==> config.mk <==
export PLATFORM = sky130hd
export DESIGN_NAME = otter_hazard_ctrl
export DESIGN_NICKNAME = d
export VERILOG_FILES = /design/src/rtl/otter_hazard_ctrl.sv
export SDC_FILE = /design/constraint.sdc
export NUM_CORES = 1
export LEC_CHECK = 0
export CAP_MARGIN = 20
export CORE_ASPECT_RATIO = 1.25
export CORE_UTILIZATION = 31
export DETAILED_ROUTE_END_ITERATION = 10
export PLACE_DENSITY = 0.86
export SETUP_SLACK_MARGIN = 0.5
export SLEW_MARGIN = 30
export SYNTH_ARGS = -nofsm -noshare
export SYNTH_HDL_FRONTEND = slang
export SYNTH_SLANG_ARGS = --single-unit
==> constraint.sdc <==
create_clock -name CLK -period 3.9 [get_ports CLK]
set_clock_uncertainty 0.15 [all_clocks]
set_input_delay 0.39 -clock CLK [delete_from_list [all_inputs] [get_ports CLK]]
set_output_delay 0.39 -clock CLK [all_outputs]
set_load 0.005 [all_outputs]
==> src/rtl/otter_hazard_ctrl.sv <==
// OTTER 5-stage hazard/forwarding controller: operand and store-after-load
// forwarding, load-use stalls, redirect squash. Optional perf counters: OTTER_HAZ_PERF_EN.
module otter_hazard_ctrl #(
  parameter int RADDR_W   = 5,
  parameter int LOAD_LAT  = 1,
  parameter int FLUSH_EXT = 1
) (
  input  logic               CLK,
  input  logic               RESET,
  input  logic [RADDR_W-1:0] de_rs1_addr,
  input  logic [RADDR_W-1:0] de_rs2_addr,
  input  logic               de_rs1_used,
  input  logic               de_rs2_used,
  input  logic [RADDR_W-1:0] ex_rs1_addr,
  input  logic [RADDR_W-1:0] ex_rs2_addr,
  input  logic               ex_rs1_used,
  input  logic               ex_rs2_used,
  input  logic [RADDR_W-1:0] ex_rd_addr,
  input  logic               ex_regWrite,
  input  logic               ex_memRead,
  input  logic [RADDR_W-1:0] mem_rd_addr,
  input  logic               mem_regWrite,
  input  logic               mem_memRead,
  input  logic [RADDR_W-1:0] mem_rs2_addr,
  input  logic               mem_memWrite,
  input  logic [RADDR_W-1:0] wb_rd_addr,
  input  logic               wb_regWrite,
  input  logic               wb_memRead,
  input  logic [1:0]         pc_sel,
  output logic [1:0]         fsel1,
  output logic [1:0]         fsel2,
  output logic               sal_fwd,
  output logic               stall,
  output logic               bubble_ex,
  output logic               flush_de,
  output logic               flush_ex
`ifdef OTTER_HAZ_PERF_EN
  ,
  output logic [31:0]        perf_stall_cyc,
  output logic [31:0]        perf_flush_evt,
  output logic [31:0]        perf_fwd_evt
`endif
);

  typedef enum logic [1:0] {RUN, LDSTALL, SQUASH} state_t;

  localparam logic [2:0] STALL_RELOAD = 3'(LOAD_LAT - 1);
  localparam logic [1:0] SQUASH_RELOAD = 2'(FLUSH_EXT);
  localparam logic [RADDR_W-1:0] X0 = '0;

  state_t     state_q, state_d;
  logic [2:0] stall_cnt_q, stall_cnt_d;
  logic [1:0] squash_cnt_q, squash_cnt_d;
  logic       redirect, load_use;

  function automatic logic [1:0] fwd_sel(
    input logic               used,
    input logic [RADDR_W-1:0] a,
    input logic               m_wr,
    input logic               m_ld,
    input logic [RADDR_W-1:0] m_rd,
    input logic               w_wr,
    input logic [RADDR_W-1:0] w_rd
  );
    logic [1:0] s;
    s = 2'd0;
    if (used && a != X0) begin
      if (m_wr && !m_ld && m_rd == a) s = 2'd2;
      else if (w_wr && w_rd == a)     s = 2'd1;
    end
    return s;
  endfunction

  assign redirect = pc_sel != 2'b00;
  assign load_use = ex_memRead && ex_regWrite && ex_rd_addr != X0 &&
                    ((de_rs1_used && de_rs1_addr == ex_rd_addr) ||
                     (de_rs2_used && de_rs2_addr == ex_rd_addr));

  // Forwarding selects, outputs and next-state, all from inputs and current state
  always_comb begin
    state_d      = state_q;
    stall_cnt_d  = stall_cnt_q;
    squash_cnt_d = squash_cnt_q;
    fsel1        = 2'd0;
    fsel2        = 2'd0;
    sal_fwd      = 1'b0;
    stall        = 1'b0;
    bubble_ex    = 1'b0;
    flush_de     = 1'b0;
    flush_ex     = 1'b0;
    if (RESET) begin
      flush_de     = 1'b1;
      flush_ex     = 1'b1;
      state_d      = RUN;
      stall_cnt_d  = 3'd0;
      squash_cnt_d = 2'd0;
    end else begin
      fsel1 = fwd_sel(ex_rs1_used, ex_rs1_addr, mem_regWrite,
                      mem_memRead, mem_rd_addr, wb_regWrite, wb_rd_addr);
      fsel2 = fwd_sel(ex_rs2_used, ex_rs2_addr, mem_regWrite,
                      mem_memRead, mem_rd_addr, wb_regWrite, wb_rd_addr);
      sal_fwd = mem_memWrite && wb_memRead && wb_regWrite &&
                wb_rd_addr == mem_rs2_addr && mem_rs2_addr != X0;
      if (redirect) begin
        // Redirect wins in every state and cancels any pending stall
        flush_de    = 1'b1;
        flush_ex    = 1'b1;
        stall_cnt_d = 3'd0;
        if (FLUSH_EXT > 0) begin
          state_d      = SQUASH;
          squash_cnt_d = SQUASH_RELOAD;
        end else begin
          state_d      = RUN;
          squash_cnt_d = 2'd0;
        end
      end else begin
        unique case (state_q)
          RUN: begin
            if (load_use) begin
              stall     = 1'b1;
              bubble_ex = 1'b1;
              if (LOAD_LAT > 1) begin
                state_d     = LDSTALL;
                stall_cnt_d = STALL_RELOAD;
              end
            end
          end
          LDSTALL: begin
            stall       = 1'b1;
            bubble_ex   = 1'b1;
            stall_cnt_d = stall_cnt_q - 3'd1;
            if (stall_cnt_q <= 3'd1) begin
              state_d     = RUN;
              stall_cnt_d = 3'd0;
            end
          end
          SQUASH: begin
            flush_de     = 1'b1;
            squash_cnt_d = squash_cnt_q - 2'd1;
            if (squash_cnt_q <= 2'd1) begin
              state_d      = RUN;
              squash_cnt_d = 2'd0;
            end
          end
          default: begin
            state_d      = RUN;
            stall_cnt_d  = 3'd0;
            squash_cnt_d = 2'd0;
          end
        endcase
      end
    end
  end

  // State and counter registers
  always_ff @(posedge CLK) begin
    if (RESET) begin
      state_q      <= RUN;
      stall_cnt_q  <= 3'd0;
      squash_cnt_q <= 2'd0;
    end else begin
      state_q      <= state_d;
      stall_cnt_q  <= stall_cnt_d;
      squash_cnt_q <= squash_cnt_d;
    end
  end

`ifdef OTTER_HAZ_PERF_EN
  // Saturating event counters for stall cycles, redirects and forwarding cycles
  always_ff @(posedge CLK) begin
    if (RESET) begin
      perf_stall_cyc <= 32'd0;
      perf_flush_evt <= 32'd0;
      perf_fwd_evt   <= 32'd0;
    end else begin
      if (stall && perf_stall_cyc != 32'hFFFFFFFF)
        perf_stall_cyc <= perf_stall_cyc + 32'd1;
      if (redirect && perf_flush_evt != 32'hFFFFFFFF)
        perf_flush_evt <= perf_flush_evt + 32'd1;
      if ((fsel1 != 2'd0 || fsel2 != 2'd0) &&
          perf_fwd_evt != 32'hFFFFFFFF)
        perf_fwd_evt <= perf_fwd_evt + 32'd1;
    end
  end
`endif

endmodule

==> flow_summary.json, run 1 <==
{
  "fmaxAchievable_ghz": 0.352,
  "synth-seq-area-share": 0.0968,
  "track_usage": 0.199,
  "max-vdd-ir-drop_v": 0.000100,
  "grt-ovfl-total": 0,
  "cts_tree": "done",
  "worst_slew_margin_relative_to_its_limit": 0.820,
  "netlist.area_leader.share": 0.254,
  "wire_per_inst_um": 12.6,
  "grt_pass1_vias": 856,
  "finalNetCount": 204,
  "worst-endpoint-arrival_ns": 2.30,
  "yosysUniqueCellTypes": 20,
  "report.final.slew_viol_count": 0,
  "delay_of_the_slowest_cell_on_the_worst_path_ns": 0.56,
  "worstSetupEndpointType": "output pin",
  "grt_antenna_before_repair": 0,
  "pin_count_of_the_biggest_net_entering_global_routing": 8,
  "number_of_nets_with_antenna_violations_after_detailed_routing": 0,
  "critical_path.max_fanout": 7,
  "placed_cells": 163,
  "cp-start-kind": "primary input",
  "area.growth.synth_to_final_pct": 108,
  "multi_input_comb_area_um2": 549,
  "die_width_um": 42.0,
  "floorplan.core_area_mm2": 0.00183,
  "cts_sinks": 3,
  "netlist.top_cell.by_area": "sky130_fd_sc_hd__xor2_1",
  "setup-violations-final": 0,
  "via_density_per_instance": 5.20,
  "ys_seq_elements": 3,
  "nFillCells": 150,
  "worst_slew_pin_slew_ns": 0.267,
  "clk_transition_reported_paths_ns": 0.03,
  "holdCritPathClass": "flop to flop",
  "critical-path-top-delay-family": "buffers and inverters",
  "ys_warn_count": 0,
  "cts_htree_levels": 1,
  "cellPowerDensity_mw_per_mm2": 154,
  "detailed_place_hpwl_um": 1850,
  "mappedNetlistArea_um2": 621,
  "critical_path_buf_inv_count": 2,
  "final_cell_area_mm2": 0.00129,
  "timing.final.hold_violations": 0,
  "syn-mean-instance-area_um2": 7.57,
  "syn_nets": 137,
  "antenna_cells_inserted": 0,
  "drtIter0Drc": 9,
  "drt_first_pass_iters": 4,
  "count_of_standard_cell_rows": 17,
  "hold_ws_ns": 0.324,
  "port_buffers": 63,
  "post-synth-top-count-cell": "sky130_fd_sc_hd__xor2_1",
  "cts_hold_buffers": 0,
  "synth_async_sr_flop_share": 0,
  "final-instance-count-excl-fill": 167,
  "vias": 869,
  "synth-main-ff-cell": "sky130_fd_sc_hd__dfxtp_1",
  "grt_setup_unrepaired": "false",
  "timing.max_cap.violations": 0,
  "placement.cell_area_mm2": 0.00127,
  "cts_setup_buffers": 0,
  "final.min_clock_period_ns": 2.84,
  "final-seq-area_um2": 60.1,
  "crit_chain": "clkdlybuf4s50_1 > or4_4 > a21oi_2 > nand3_1 > a21oi_2 > clkdlybuf4s50_1",
  "most_instantiated_cells_after_synthesis": "18 x sky130_fd_sc_hd__xor2_1, 16 x sky130_fd_sc_hd__xnor2_1, 8 x sky130_fd_sc_hd__nor3_1",
  "detail_route.drc_violations": 0,
  "fp.dieArea_mm2": 0.00219,
  "io-pin-count": 64,
  "later_pin_clock_latency_in_the_skew_report_ns": 0.23,
  "worst-endpoint-required_ns": 3.36,
  "finalSetupTns_ns": 0,
  "cts_repair_resize_count": 0,
  "initial_core_utilization": 0.339,
  "ctsRootBufferMaster": "sky130_fd_sc_hd__clkbuf_4",
  "netlist_top_cells_area": "sky130_fd_sc_hd__xor2_1 25%, sky130_fd_sc_hd__xnor2_1 23%, sky130_fd_sc_hd__dfxtp_1 9.7%",
  "cts_buffers": 3,
  "grt_first_pass_wirelength_um": 3370,
  "power.leakage_nw": 0.441,
  "finalCritPeriodShare": 0.729,
  "floorplan.die.height_um": 52.0,
  "run_status": "finished, final reports clean",
  "critPathSlowestCell": "sky130_fd_sc_hd__or4_4",
  "synth_enable_flop_cells": 0,
  "worst-setup-path-type": "primary input to output pin",
  "drt-total-wl_um": 2100,
  "drive_above_1_share": 0.0405,
  "gpl.final_weighted_congestion": 0.861,
  "synthCells": 82,
  "ctsLongestPathBuffers": 2
}
-- cells by family (layout without fill, tap and decap cells) --
kind of cell	after synthesis	count (layout)	share of synthesized area
buffers and inverters	2	68	0.0181
DFF	3	3	0.0968
and+or+nand+nor	34	34	0.317
xor gates and xnor gates	34	34	0.480
AOI/OAI and AO/OA	9	9	0.0887
-- placed cells by master, fill, tap and decap left out --
master,count
sky130_fd_sc_hd__a211oi_1,1
sky130_fd_sc_hd__a21oi_1,3
sky130_fd_sc_hd__a21oi_2,2
sky130_fd_sc_hd__and2b_1,1
sky130_fd_sc_hd__clkbuf_1,1
sky130_fd_sc_hd__clkbuf_4,3
sky130_fd_sc_hd__clkdlybuf4s50_1,63
sky130_fd_sc_hd__dfxtp_1,3
sky130_fd_sc_hd__inv_1,1
sky130_fd_sc_hd__nand2b_1,1
sky130_fd_sc_hd__nand3_1,6
sky130_fd_sc_hd__nand4_1,3
sky130_fd_sc_hd__nor2_1,4
sky130_fd_sc_hd__nor3_1,8
sky130_fd_sc_hd__nor3b_1,2
sky130_fd_sc_hd__nor4_1,5
sky130_fd_sc_hd__o21ai_0,3
sky130_fd_sc_hd__or3_1,1
sky130_fd_sc_hd__or4_1,2
sky130_fd_sc_hd__or4_4,1
sky130_fd_sc_hd__xnor2_1,16
sky130_fd_sc_hd__xor2_1,18
-- flip-flops by register name, indices dropped and copies added, names as in the netlist --
signal / count
state_q: 1
squash_cnt_q: 2
-- stage by stage --
stage / setup slack [ns] / util / total power, mW
floorplan: 2.00 / - / 0.0705
global placement: 1.08 / 0.693 / 0.143
detailed placement: 1.04 / 0.693 / 0.146
CTS: 1.04 / 0.707 / 0.200
global route: 0.912 / 0.707 / 0.211
finish: 1.06 / 0.707 / 0.199
-- worst paths after layout --
| kind | from | to | slack (ns) | cells past startpoint |
|---|---|---|---|---|
| max | RESET | bubble_ex | 1.06 | 6 |
| min | squash_cnt_q[1]$_SDFFE_PP0P_ | squash_cnt_q[1]$_SDFFE_PP0P_ | 0.32 | 2 |
| max reg2reg | state_q[1]$_SDFFE_PP0P_ | squash_cnt_q[0]$_SDFFE_PP0P_ | 2.90 | 4 |
| min reg2reg | squash_cnt_q[1]$_SDFFE_PP0P_ | squash_cnt_q[1]$_SDFFE_PP0P_ | 0.32 | 2 |
-- layout make-up --
cell class                      count  area share
Clock buffer                        4      0.0203
Timing Repair Buffer               63       0.487
Sequential cell                     3      0.0464
Tap cell                           19      0.0184
Multi-Input combinational cell     77       0.425
Inverter                            1     0.00290
-- routing by layer --
metal | GRT usage | share of wire | vias to the layer above
met3 | 0.0486 | 0.12 | 0
met4 | 0.0573 | 0 | 0
li1 | - | - | 429
met1 | 0.201 | 0.38 | 375
met2 | 0.398 | 0.50 | 65
met5 | 0 | 0 | -
-- where the power goes --
group | total, mW | switching [mW] | internal, mW
logic | 0.113 | 0.0398 | 0.0727
registers | 0.0336 | 0.00123 | 0.0323
clock network | 0.0525 | 0.0143 | 0.0382
-- worst register-to-register path, delay by kind of cell (launching register included) --
| kind | cells | cell delay [ns] |
|---|---|---|
| compound gates | 2 | 0.21 |
| simple gates | 2 | 0.20 |
| flops | 1 | 0.33 |
Power figures use the tool's default switching activity.
==> run 2: changes to the inputs <==
- CORE_UTILIZATION: 31 -> 29
- PLACE_DENSITY: 0.86 -> 0.81
- clock period: 3.9 -> 2.95 ns (I/O delays scaled with it)
==> flow_summary.json, run 2 (synthesis results as in run 1) <==
{
  "detail_route.drc_violations": 12,
  "port_buffers": 63,
  "global_route.peak_usage_layer": "met2",
  "power.leakage_nw": 0.547,
  "worst_slew_pin_slew_ns": 0.291,
  "crit_chain": "clkdlybuf4s50_1 > or4_1 > o21ai_2 > nor3b_2 > clkdlybuf4s50_1",
  "pin_count_of_the_biggest_net_entering_global_routing": 7,
  "grt_antenna_before_repair": 0,
  "finalCritPeriodShare": 0.824,
  "hold_ws_ns": 0.319,
  "ctsRootBufferMaster": "sky130_fd_sc_hd__clkbuf_4",
  "die_width_um": 43.4,
  "sequentialPowerShare": 0.171,
  "timing.max_cap.violations": 0,
  "combinationalPowerShare": 0.559,
  "clk_transition_reported_paths_ns": 0.04,
  "floorplan.die.height_um": 53.7,
  "wire_per_inst_um": 12.8,
  "drive_above_1_share": 0.100,
  "ctsLongestPathBuffers": 2,
  "global_route_track_usage_on_met3": 0.0604,
  "track_usage": 0.196,
  "grt_setup_unrepaired": "true",
  "critical-path-top-delay-family": "buffers and inverters",
  "drtIter0Drc": 19,
  "area.growth.synth_to_final_pct": 115,
  "worstSetupEndpointType": "output pin",
  "cp-start-kind": "primary input",
  "cts_htree_levels": 1,
  "initial_core_utilization": 0.310,
  "sw_frac_of_total": 0.293,
  "worst-endpoint-required_ns": 2.51,
  "detailed_place_hpwl_um": 1920,
  "via_density_per_instance": 5.20,
  "p_int_mw": 0.184,
  "holdCritPathClass": "flop to flop",
  "clkPwrFrac": 0.270,
  "total_power_mw": 0.260,
  "fp.dieArea_mm2": 0.00233,
  "grt_first_pass_wirelength_um": 3510,
  "flip_flop_count_of_the_largest_register_after_layout": 2,
  "final_core_util": 0.664,
  "most-common-layout-cells": "42 x sky130_fd_sc_hd__clkdlybuf4s50_1, 18 x sky130_fd_sc_hd__xor2_1, 17 x sky130_fd_sc_hd__dlygate4sd2_1",
  "fmaxAchievable_ghz": 0.412,
  "final.min_clock_period_ns": 2.43,
  "cts_tree": "done",
  "worst_slew_margin_relative_to_its_limit": 0.804,
  "cts_hold_buffers": 0,
  "later_pin_clock_latency_in_the_skew_report_ns": 0.23,
  "finalSetupTns_ns": 0,
  "number_of_nets_with_antenna_violations_after_detailed_routing": 0,
  "timing.final.hold_violations": 0,
  "violations": "DRC",
  "delay_of_the_slowest_cell_on_the_worst_path_ns": 0.54,
  "final-instance-count-excl-fill": 170,
  "grt-ovfl-total": 0,
  "report.final.slew_viol_count": 0,
  "critical_path_buf_inv_count": 2,
  "vias": 884,
  "gpl.final_weighted_congestion": 0.771,
  "grt_pass1_vias": 886,
  "worst-setup-path-type": "primary input to output pin",
  "groute.layer.met2.usage": 0.374,
  "critical_path.max_fanout": 3,
  "critPathSlowestCell": "sky130_fd_sc_hd__or4_1",
  "cts_sinks": 3,
  "max-vdd-ir-drop_v": 0.000120,
  "layout_top_registers": "squash_cnt_q x2, state_q x1",
  "largest_register": "squash_cnt_q",
  "layout.cells.most_common": "sky130_fd_sc_hd__clkdlybuf4s50_1",
  "drt-total-wl_um": 2170,
  "floorplan.core_area_mm2": 0.00200,
  "io-pin-count": 64,
  "switchingPower_mw": 0.0761,
  "setup-violations-final": 0,
  "timing.critical_path.mode_cell": "sky130_fd_sc_hd__clkdlybuf4s50_1",
  "drt_first_pass_iters": 7,
  "finalNetCount": 206,
  "count_of_standard_cell_rows": 18,
  "placed_cells": 165,
  "run_status": "finished with violations",
  "cts_buffers": 3,
  "antenna_cells_inserted": 0,
  "cellPowerDensity_mw_per_mm2": 195,
  "worst-endpoint-arrival_ns": 1.98,
  "groute.layer.met1.usage": 0.203
}
## run 2: changes by cell type in the layout (fill, tap and decap cells not counted)
cell | previous run | this run
sky130_fd_sc_hd__nor3b_2 | 0 | 2
sky130_fd_sc_hd__dlymetal6s2s_1 | 0 | 4
sky130_fd_sc_hd__nor3_1 | 8 | 5
sky130_fd_sc_hd__buf_4 | 0 | 2
sky130_fd_sc_hd__nor3b_1 | 2 | 0
sky130_fd_sc_hd__clkdlybuf4s50_1 | 63 | 42
sky130_fd_sc_hd__nor3_2 | 0 | 3
sky130_fd_sc_hd__dlygate4sd2_1 | 0 | 17
sky130_fd_sc_hd__o21ai_0 | 3 | 1
sky130_fd_sc_hd__o21ai_2 | 0 | 2
## run 2: final timing paths
| check | slack (ns) | cells past startpoint | end | start |
|---|---|---|---|---|
| worst max-delay path | 0.52 | 5 | fsel2[1] | ex_rs2_addr[2] |
| worst max register to register | 1.97 | 4 | squash_cnt_q[0]$_SDFFE_PP0P_ | state_q[1]$_SDFFE_PP0P_ |
| worst min-delay path | 0.32 | 2 | squash_cnt_q[1]$_SDFFE_PP0P_ | squash_cnt_q[1]$_SDFFE_PP0P_ |
| worst min register to register | 0.32 | 2 | squash_cnt_q[1]$_SDFFE_PP0P_ | squash_cnt_q[1]$_SDFFE_PP0P_ |
## run 2: power groups by stage
stage	clock network (mW)	logic, mW	registers [mW]
after floorplan	0	0.0485	0.0447
after global placement	0	0.146	0.0448
after detailed placement	0	0.149	0.0451
after CTS	0.0738	0.146	0.0444
after global routing	0.0798	0.157	0.0447
final	0.0703	0.145	0.0444
## run 2: layer usage
layer  wire [um]  up-vias
li1            -      429
met1         781      381
met2        1030       68
met3         314        6
met4          46        0
met5           0        -
## run 2: what timing repair did
action,4_1_cts,5_1_grt
endpoints found under the setup margin,6,4
resized for setup,25,5
buffers inserted,0,1
pin swaps,4,2
## run 2: tightest hold or removal path, stage by stage, from the launching register on
cell and delay, ns:
sky130_fd_sc_hd__dfxtp_1 0.31, sky130_fd_sc_hd__o21ai_0 0.07, sky130_fd_sc_hd__nor2_1 0.04
## run 2: final cells by class
| type | count | area [um^2] |
|---|---|---|
| multi-input combinational | 77 | 582 |
| clock buffer | 4 | 26.3 |
| timing repair buffer | 65 | 634 |
| sequential | 3 | 60.1 |
| tap | 20 | 25.0 |
| inverter | 1 | 3.75 |
| fill | 182 | 673 |
## run 2: stage by stage
step / area (um^2) / setup WS [ns]
3_3_place_gp: 1280 / 0.356
5_1_grt: 1330 / 0.382
4_1_cts: 1310 / 0.432
6_report: 1330 / 0.520
2_1_floorplan: 621 / 1.19
3_5_place_dp: 1280 / 0.348
